<file path="src/rtl/universal_shift_reg.sv">
// Universal shift register with load/shift/rotate/clear modes and a burst engine
// that repeats a shift or rotate op shamt times, flagging busy and a done pulse.
module universal_shift_reg #(
    parameter int                 WIDTH     = 8,
    parameter logic [WIDTH-1:0]   RESET_VAL = '0,
    localparam int                SW        = $clog2(WIDTH) + 1
) (
    input  logic             clk,
    input  logic             reset,
    input  logic             en,
    input  logic [2:0]       op,
    input  logic             start,
    input  logic [SW-1:0]    shamt,
    input  logic [WIDTH-1:0] d,
    input  logic             sin_l,
    input  logic             sin_r,
    output logic [WIDTH-1:0] q,
    output logic             sout_l,
    output logic             sout_r,
    output logic             busy,
    output logic             done
);

    typedef enum logic [2:0] {
        OP_HOLD  = 3'b000,
        OP_LOAD  = 3'b001,
        OP_SHL   = 3'b010,
        OP_SHR   = 3'b011,
        OP_ROL   = 3'b100,
        OP_ROR   = 3'b101,
        OP_ASR   = 3'b110,
        OP_CLEAR = 3'b111
    } op_e;

    typedef enum logic {
        S_IDLE = 1'b0,
        S_RUN  = 1'b1
    } state_e;

    state_e           state_q, state_d;
    logic [WIDTH-1:0] q_q, q_d;
    logic [SW-1:0]    count_q, count_d;
    op_e              op_q, op_d;
    logic             busy_q, busy_d;
    logic             done_q, done_d;

    function automatic logic [WIDTH-1:0] step_fn(
        input op_e              o,
        input logic [WIDTH-1:0] v,
        input logic [WIDTH-1:0] ld,
        input logic             sl,
        input logic             sr
    );
        logic [WIDTH-1:0] r;
        case (o)
            OP_LOAD:  r = ld;
            OP_SHL:   r = {v[WIDTH-2:0], sr};
            OP_SHR:   r = {sl, v[WIDTH-1:1]};
            OP_ROL:   r = {v[WIDTH-2:0], v[WIDTH-1]};
            OP_ROR:   r = {v[0], v[WIDTH-1:1]};
            OP_ASR:   r = {v[WIDTH-1], v[WIDTH-1:1]};
            OP_CLEAR: r = '0;
            default:  r = v;
        endcase
        return r;
    endfunction

    always_ff @(posedge clk) begin
        if (reset) begin
            state_q <= S_IDLE;
            q_q     <= RESET_VAL;
            count_q <= '0;
            op_q    <= OP_HOLD;
            busy_q  <= 1'b0;
            done_q  <= 1'b0;
        end else begin
            state_q <= state_d;
            q_q     <= q_d;
            count_q <= count_d;
            op_q    <= op_d;
            busy_q  <= busy_d;
            done_q  <= done_d;
        end
    end

    always_comb begin
        state_d = state_q;
        q_d     = q_q;
        count_d = count_q;
        op_d    = op_q;
        busy_d  = busy_q;
        done_d  = 1'b0;
        case (state_q)
            S_IDLE: begin
                if (en) begin
                    if (!start) begin
                        q_d = step_fn(op_e'(op), q_q, d, sin_l, sin_r);
                    end else if (shamt == '0) begin
                        done_d = 1'b1;
                    end else if (op_e'(op) == OP_HOLD || op_e'(op) == OP_LOAD ||
                                 op_e'(op) == OP_CLEAR) begin
                        q_d    = step_fn(op_e'(op), q_q, d, sin_l, sin_r);
                        done_d = 1'b1;
                    end else begin
                        // First step happens on the accept edge, so RUN covers shamt-1 steps.
                        op_d    = op_e'(op);
                        q_d     = step_fn(op_e'(op), q_q, d, sin_l, sin_r);
                        count_d = shamt - SW'(1);
                        if (shamt == SW'(1)) begin
                            done_d = 1'b1;
                        end else begin
                            busy_d  = 1'b1;
                            state_d = S_RUN;
                        end
                    end
                end
            end
            S_RUN: begin
                if (en) begin
                    q_d     = step_fn(op_q, q_q, d, sin_l, sin_r);
                    count_d = count_q - SW'(1);
                    if (count_q == SW'(1)) begin
                        busy_d  = 1'b0;
                        done_d  = 1'b1;
                        state_d = S_IDLE;
                    end
                end
            end
            default: state_d = S_IDLE;
        endcase
    end

    assign q      = q_q;
    assign sout_l = q_q[WIDTH-1];
    assign sout_r = q_q[0];
    assign busy   = busy_q;
    assign done   = done_q;

endmodule

</file>
<file path="config.mk">
export PLATFORM = sky130hd
export DESIGN_NAME = universal_shift_reg
export DESIGN_NICKNAME = d
export VERILOG_FILES = /design/src/rtl/universal_shift_reg.sv
export SDC_FILE = /design/constraint.sdc
export NUM_CORES = 1
export LEC_CHECK = 0
export ABC_CLOCK_PERIOD_IN_PS = 4350
export CORE_ASPECT_RATIO = 1.1
export CORE_MARGIN = 1
export CORE_UTILIZATION = 57
export DETAILED_ROUTE_END_ITERATION = 8
export GPL_ROUTABILITY_DRIVEN = 0
export GPL_TIMING_DRIVEN = 1
export PLACE_DENSITY = 0.86
export SLEW_MARGIN = 20
export SYNTH_ARGS = -nofsm -noshare
export SYNTH_HDL_FRONTEND = slang
export SYNTH_SLANG_ARGS = --single-unit
</file>
<file path="constraint.sdc">
create_clock -name clk -period 4.35 [get_ports clk]
set_clock_uncertainty 0.2 [all_clocks]
set_input_delay 0.6525 -clock clk [delete_from_list [all_inputs] [get_ports clk]]
set_output_delay 0.6525 -clock clk [all_outputs]
set_load 0.02 [all_outputs]
</file>
==> impl_metrics.yaml, run 1 <==
layout:
  drive_above_1_share_pct: 14.16
  syn_to_final_growth_pct: 14.40
  multiInputGateArea_sq_um: 1274
  num-fill-cells: 256
  utilization_pct: 68.80
  n_antenna_cell: 0
  final_cell_mix: "clkdlybuf4s50_1, a21oi_1, dfxtp_1"
  final_common_cell: "clkdlybuf4s50_1"
  finalNetCount: 254
  final_cells: 260
  seq_area_sq_um: 360.3
grt:
  first_global_vias: 1531
  grt_antenna_before_repair: 0
  grt_max_degree: 31
  grt_pass1_wl_um: 7155
  grt_usage_pct: 26.20
  grt-ovfl-total: 0
sta:
  setup_viol: 0
  fin_crit_ps: 3050
  maxSlewHeadroom_pct: 28.15
  rsz0062_at_grt: "no"
  hold_viol: 0
  finalCritPeriodShare_pct: 70.12
  tightest_slew_ps: 1076
  setup_slack_ps: 1300
  fmax_ghz: 0.3278
  drv_slew: 0
  fin_setup_tns_ps: 0
yosys:
  yosys.area.top_type: "dfxtp_1"
  syn_area_per_cell_sq_um: 8.646
  ys_types: 55
  yosys-top-cells-area: "dfxtp_1, mux2i_1, a21oi_1"
  syn_inst: 212
  synth_area_sq_um: 1833
  yosysWarnings: 0
  synthFlopType: "dfxtp_1"
  syn_nets: 239
  async_flop_share_pct: 0
  synth-seq-area-share_pct: 19.66
  yosys_register_bits: 18
  synth_edf_count: 0
  yosys.area.top_type_share_pct: 19.66
placement:
  place_inst: 256
  hpwl_um: 2909
  io_buffers: 32
  post-place-ws_ps: 1000
setup_path:
  slowest_stage: "clkdlybuf4s50_1"
  worstSetupPathType: "in -> reg"
  critical_path_buf_inv_count: 2
  cp_max_fo: 17
  r2r_cells: 4
  crit_cells: 7
  crit_path_end_kind: "register"
  max_stage_delay_ps: 800
  worstPathArrival_ps: 3070
  critPathTopFamily: "compound AO/OA/AOI/OAI gates"
  path_cells: "clkdlybuf4s50_1, inv_1, ha_1, a31o_4, o31ai_4, a31oi_1, a311oi_1"
  crit_path_start_kind: "input pin"
  crit_required_ps: 4370
outcome:
  outcome: "complete, no violations"
hold_path:
  hold_depth: 2
  min_path_type: "reg -> reg"
cts:
  clock_latency_ps: 310
  post_cts_buffers: 0
  htree_num_levels: 1
  cts_resized: 0
  cts_sinks: 18
  cts_tree: "yes"
  numCtsBuffers: 3
  cts_hold_buf: 0
  root_buffer: "clkbuf_4"
  path_clk_slew_ps: 120
  ctsLongestPathBuffers: 2
detailed_routing:
  drc: 0
  first_pass_iters: 4
  drt-total-wl_um: 4241
  wire_per_inst_um: 16.31
  drtIter0Drc: 98
  via_per_inst: 6.508
  ant_nets: 0
  vias: 1692
die:
  io_pins: 33
  core_region_area_sq_um: 3048
  die_w_um: 56.07
  dieArea_sq_um: 3447
  core.rowCount: 21
  start_util_pct: 60.14
  die_h_um: 61.48
pwr:
  p_total_uw: 559.4
  power_density_nw_per_um2: 266.8
  ir_drop_mv: 0.1907
  p_leak_nw: 0.7395
job:
  drv_cap: 0
## state kept, by name, summed over array words and instances, names as in the netlist
register and flops:
busy 1, count_q 4, done 1, op_q 3, q 8, state_q 1
## cell usage after synthesis (5+ instances only)
master and instances:
ha_1 6, dfxtp_1 18, clkbuf_1 9, nor3_1 5
o221ai_1 6, a211oi_2 6, o21ai_0 5, nand4b_1 6
inv_1 17, nor2_1 9, mux2i_1 14, a21oi_1 23
a22oi_1 6, mux2_2 5, a221o_1 6, nand2_1 10
## per-stage QoR
stage | area (sq um) | hold slack [ps]
floorplan | 1833 | 267.5
global placement | 2061 | 284.7
detailed placement | 2061 | 297.1
CTS | 2097 | 318.0
global route | 2097 | 349.9
finish | 2097 | 321.0
## power by group
part	switching, mW	leakage (nW)	total, mW	internal [mW]
clock network	0.0580	0.0210	0.109	0.0511
logic	0.115	0.571	0.230	0.115
registers	0.0382	0.148	0.220	0.181
## metal layers
| layer | vias to the layer above | part of all wire, % | global-route usage, % |
|---|---|---|---|
| met4 | 0 | 2.7 | 12.54 |
| li1 | 823 | - | - |
| met5 | - | 0 | 0 |
| met1 | 802 | 43 | 32.70 |
| met2 | 56 | 50 | 45.92 |
| met3 | 11 | 4.5 | 3.151 |
## layout make-up
| cell class | instances | share of cell area [%] |
|---|---|---|
| Multi-Input combinational cell | 155 | 60.74 |
| Sequential cell | 18 | 17.18 |
| Timing Repair Buffer | 32 | 15.27 |
| Inverter | 17 | 3.043 |
| Tap cell | 34 | 2.029 |
| Clock buffer | 4 | 1.730 |
## cell families after synthesis
kind of cell,count (synthesis),share of synthesized area [%]
adder cells (fa/ha/maj),6,4.095
XOR/XNOR,4,2.936
multiplexers,20,11.54
buffers and inverters,39,10.85
flip-flops,18,19.66
AND/OR/NAND/NOR,50,17.34
AO/OA/AOI/OAI,75,33.58
## worst register-to-register path, cell delays in order (launching register included)
cell and delay (ps):
dfxtp_1 1050, inv_1 390, a31oi_4 400, and2_4 300, a311oi_2 100
## worst paths after layout
path                                               from                 endpoint  slack [ps]
worst max-delay path                              op[1]        busy$_SDFFE_PP0P_        1300
worst min-delay path            count_q[3]$_SDFFE_PP0P_  count_q[3]$_SDFFE_PP0P_         320
worst max register to register       state_q$_SDFF_PP0_        q[0]$_SDFFE_PP0P_        1780
worst min register to register  count_q[3]$_SDFFE_PP0P_  count_q[3]$_SDFFE_PP0P_         320
(Power assumes the default switching activity.)
==> run 2: changes to the inputs <==
Settings changed: ABC_CLOCK_PERIOD_IN_PS 4350 to 3100, CORE_UTILIZATION 57 to 53, PLACE_DENSITY 0.86 to 0.8.
Clock period 4.35 ns to 3.1 ns, I/O delays scaled along.
==> run 2 against run 1 <==
Effect of this change: global-route usage shrank 1.3 points; sequential power grew 38%; total power grew 41%; final cell count grew 7.7%; register-to-register slack lost 830 ps; cell area grew 3.0%; via count grew 1.9%; non-clock buffer count grew 6; clock power grew 36%; first-iteration DRC count shrank 3.1%; core utilization shrank 4.0 points; highest routed layer unchanged; the run now ends with DRC left; wire length grew 3.8%.
==> impl_metrics.yaml, run 2 (synthesis results as in run 1) <==
outcome:
  outcome: "finished, violations left"
  violations: "DRC"
grt:
  grt_pass1_wl_um: 7383
  use_met2_pct: 43.39
  grtUsageMet1_pct: 32.29
  grt-ovfl-total: 0
  gr-usage-met3_pct: 2.669
  first_global_vias: 1593
  grt.busiest_layer: "met2"
  grt_usage_pct: 24.92
  grt_max_degree: 20
  grt_antenna_before_repair: 0
sta:
  setup_viol: 0
  hold_viol: 0
  fin_crit_ps: 2432
  fmax_ghz: 0.4111
  maxSlewHeadroom_pct: 43.54
  finalCritPeriodShare_pct: 78.46
  fin_setup_tns_ps: 0
  setup_slack_ps: 667.7
  rsz0062_at_grt: "no"
  drv_slew: 0
  tightest_slew_ps: 844.2
  hold_slack_ps: 314.3
detailed_routing:
  vias: 1724
  drtIter0Drc: 95
  drt-total-wl_um: 4402
  drc: 2
  via_per_inst: 6.157
  wire_per_inst_um: 15.72
  first_pass_iters: 7
  ant_nets: 0
die:
  core_region_area_sq_um: 3331
  core.rowCount: 22
  start_util_pct: 55.03
  die_w_um: 58.07
  dieArea_sq_um: 3698
  die_h_um: 63.68
  io_pins: 33
setup_path:
  crit_required_ps: 3050
  cp_max_fo: 12
  crit_path_end_kind: "register"
  worstPathArrival_ps: 2380
  worstSetupPathType: "in -> reg"
  crit_path_start_kind: "input pin"
layout:
  final_cell_mix: "clkdlybuf4s50_1, a21oi_1, dfxtp_1"
  drive_above_1_share_pct: 16.38
  largest_reg_flops: 8
  n_antenna_cell: 0
  syn_to_final_growth_pct: 17.82
  final_common_cell: "clkdlybuf4s50_1"
  finalNetCount: 260
  utilization_pct: 64.84
cts:
  post_cts_buffers: 0
  cts_tree: "yes"
  ctsLongestPathBuffers: 2
  root_buffer: "clkbuf_4"
  cts_hold_buf: 0
  clock_latency_ps: 290
  cts_sinks: 18
  path_clk_slew_ps: 110
  numCtsBuffers: 3
  cts_resized: 0
  htree_num_levels: 1
hold_path:
  min_path_type: "reg -> reg"
placement:
  post-place-ws_ps: 390.7
  io_buffers: 32
  hpwl_um: 3166
pwr:
  power_density_nw_per_um2: 364.5
  p_leak_nw: 0.7697
  ir_drop_mv: 0.2459
job:
  drv_cap: 0
[run 2: routing by layer]
| layer | wire length (um) | part of all wire, % | up-vias |
|---|---|---|---|
| met2 | 2249 | 51 | 60 |
| li1 | - | - | 835 |
| met3 | 227 | 5.2 | 2 |
| met5 | 0 | 0 | - |
| met4 | 19 | 0.43 | 0 |
| met1 | 1906 | 43 | 827 |
[run 2: layout make-up]
class                           count  area (sq um)
Multi-Input combinational cell    155          1274
Fill cell                         291          1171
Timing Repair Buffer               38         365.4
Sequential cell                    18         360.3
Inverter                           17         63.81
Tap cell                           48         60.06
Clock buffer                        4         36.28
[run 2: critical path: stages]
cell and delay [ps]:
clkdlybuf4s50_1 790, buf_4 240, mux2i_1 180, nor3_1 60, o311ai_0 470, a311oi_1 170
[run 2: worst paths after layout]
check	to	start	cells past startpoint	slack [ps]
worst max-delay path	q[7]$_SDFFE_PP0P_	op[0]	6	670
worst min-delay path	count_q[3]$_SDFFE_PP0P_	count_q[3]$_SDFFE_PP0P_	2	310
worst max register to register	q[0]$_SDFFE_PP0P_	state_q$_SDFF_PP0_	4	950
worst min register to register	count_q[3]$_SDFFE_PP0P_	count_q[3]$_SDFFE_PP0P_	2	310
[run 2: per-stage QoR]
step / area [sq um] / std cells / power (mW)
after floorplan: 1833 / 212 / 0.5391
after global placement: 2123 / 276 / 0.6354
after detailed placement: 2123 / 276 / 0.6414
after CTS: 2160 / 280 / 0.7883
after global routing: 2160 / 280 / 0.8309
final: 2160 / 280 / 0.7872
[run 2: power by group]
group	switching, mW	internal, mW	total [mW]
Sequential	0.0497	0.255	0.304
Combinational	0.168	0.167	0.335
Clock	0.0764	0.0715	0.148
==> RTL change: new RTL, flow settings as in run 1 <==
Reset style: asynchronous (`reset`), changed in one clocked block.
--- a/src/rtl/universal_shift_reg.sv
+++ b/src/rtl/universal_shift_reg.sv
@@ -65,7 +65,7 @@
         return r;
     endfunction
 
-    always_ff @(posedge clk) begin
+    always_ff @(posedge clk or posedge reset) begin
         if (reset) begin
             state_q <= S_IDLE;
             q_q     <= RESET_VAL;
Check against the original RTL: differs if reset is asserted again (counterexample within 4 cycles, from zero or initial values and one cycle with reset high); with reset held inactive, the same outputs for 10 cycles.
==> RTL change against run 1 <==
Global-route usage is 5.4 points higher. First-iteration DRC count is 31% lower. Sequential cell count stayed put. Final area is 3.9% lower. Synthesized cell count is 9.0% lower. Area after synthesis is 5.8% lower. Largest cell class unchanged. Routed wire length is 7.5% higher. Final cell count is 6.5% lower. Setup slack better by 0.16 ns.
Power is not compared: it rests on default switching activity, and its combinational part moved more than twofold at a synthesized area within 25%.
==> RTL change: results (changes against run 1) <==
<table>
<tr><th>Metric</th><th>Value</th></tr>
<tr><th colspan="2">Finish</th></tr>
<tr><td>Number of filler instances in the final layout</td><td>223 (-13%)</td></tr>
<tr><td>Comb_multi_in</td><td>143 (-7.7%)</td></tr>
<tr><td>Inverter count</td><td>13 (-4)</td></tr>
<tr><td>Multi-input gate area in the final layout</td><td>1119 µm² (-12%)</td></tr>
<tr><td>Area share of buffers outside the clock network</td><td>15.89% (+0.62 points)</td></tr>
<tr><td>Fin cells</td><td>243 (-6.5%)</td></tr>
<tr><td>Clock network contribution to total cell area</td><td>1.800% (+0.070 points)</td></tr>
<tr><td>NumNets Final</td><td>238 (-6.3%)</td></tr>
<tr><td>Util after Layout</td><td>71.28% (+2.5 points)</td></tr>
<tr><th colspan="2">Drt</th></tr>
<tr><td>Via density per instance</td><td>6.675 (+2.6%)</td></tr>
<tr><th colspan="2">Yosys</th></tr>
<tr><td>Most common flop cell mapped by yosys</td><td>sky130_fd_sc_hd__dfrtp_1</td></tr>
<tr><td>Xor/xnor share of the synthesized area</td><td>2.029% (-0.91 points)</td></tr>
<tr><td>Number of library cell types mapped by synthesis</td><td>52 (-5.5%)</td></tr>
<tr><td>Most numerous cell types in the synthesized netlist</td><td>18 x sky130_fd_sc_hd__dfrtp_1, 16 x sky130_fd_sc_hd__o21ai_0, 13 x sky130_fd_sc_hd__inv_1, 13 x sky130_fd_sc_hd__mux2_1</td></tr>
<tr><td>Multiplexer share of the synthesized area</td><td>17.83% (+6.3 points)</td></tr>
<tr><td>Portion of the post-synthesis area used by sequential elements</td><td>26.09% (+6.4 points)</td></tr>
<tr><td>Post-synthesis instance area</td><td>1727 µm² (-5.8%)</td></tr>
<tr><th colspan="2">Global route</th></tr>
<tr><td>Number of global-route vias before repair</td><td>1,562 (+2.0%)</td></tr>
<tr><th colspan="2">Placement</th></tr>
<tr><td>Half-perimeter wire length after detailed placement</td><td>3269 µm (+12%)</td></tr>
<tr><th colspan="2">STA</th></tr>
<tr><td>Slew HR</td><td>40.32% (+12 points)</td></tr>
<tr><th colspan="2">Setup path</th></tr>
<tr><td>Worst flop-to-flop path startpoint</td><td>state_q$_DFF_PP0_</td></tr>
<tr><td>Endpoint of the most critical setup path</td><td>op_q[0]$_DFFE_PP0P_</td></tr>
<tr><td>Kind of cell adding the most delay to the critical path</td><td>buffers and inverters</td></tr>
<tr><td>R2R setup slack</td><td>1.76 ns (-0.02 ns)</td></tr>
<tr><td>Crit-path max FO</td><td>14 (-3)</td></tr>
<tr><th colspan="2">Floorplanning</th></tr>
<tr><td>Horizontal extent of the die</td><td>54.48 µm (-2.8%)</td></tr>
<tr><th colspan="2">Outcome</th></tr>
<tr><td>Status</td><td>finished clean</td></tr>
<tr><th colspan="2">Hold path</th></tr>
<tr><td>Worst-case hold path end point</td><td>busy$_DFFE_PP0P_</td></tr>
</table>
-- RTL change: changes by cell type after synthesis, moves of 6 or more --
cell and delta:
sky130_fd_sc_hd__dfxtp_1 -18, sky130_fd_sc_hd__nand4b_1 -6, sky130_fd_sc_hd__a211oi_2 -6, sky130_fd_sc_hd__a21oi_1 -19, sky130_fd_sc_hd__a221o_1 -6, sky130_fd_sc_hd__mux2_1 +13, sky130_fd_sc_hd__o21ai_0 +11, sky130_fd_sc_hd__a22oi_1 -6
sky130_fd_sc_hd__a221oi_1 +7, sky130_fd_sc_hd__dfrtp_1 +18
-- RTL change: metal layers --
metal  wire length [µm]  GRT usage [%]
met5                  0              0
met4                178          15.75
met3                201          4.071
met2               2377          55.05
met1               1804          36.93
-- RTL change: power by group --
group	internal, mW	total [mW]	switching [mW]
logic	0.398	0.743	0.345
registers	0.245	0.435	0.190
clock network	0.0511	0.112	0.0606
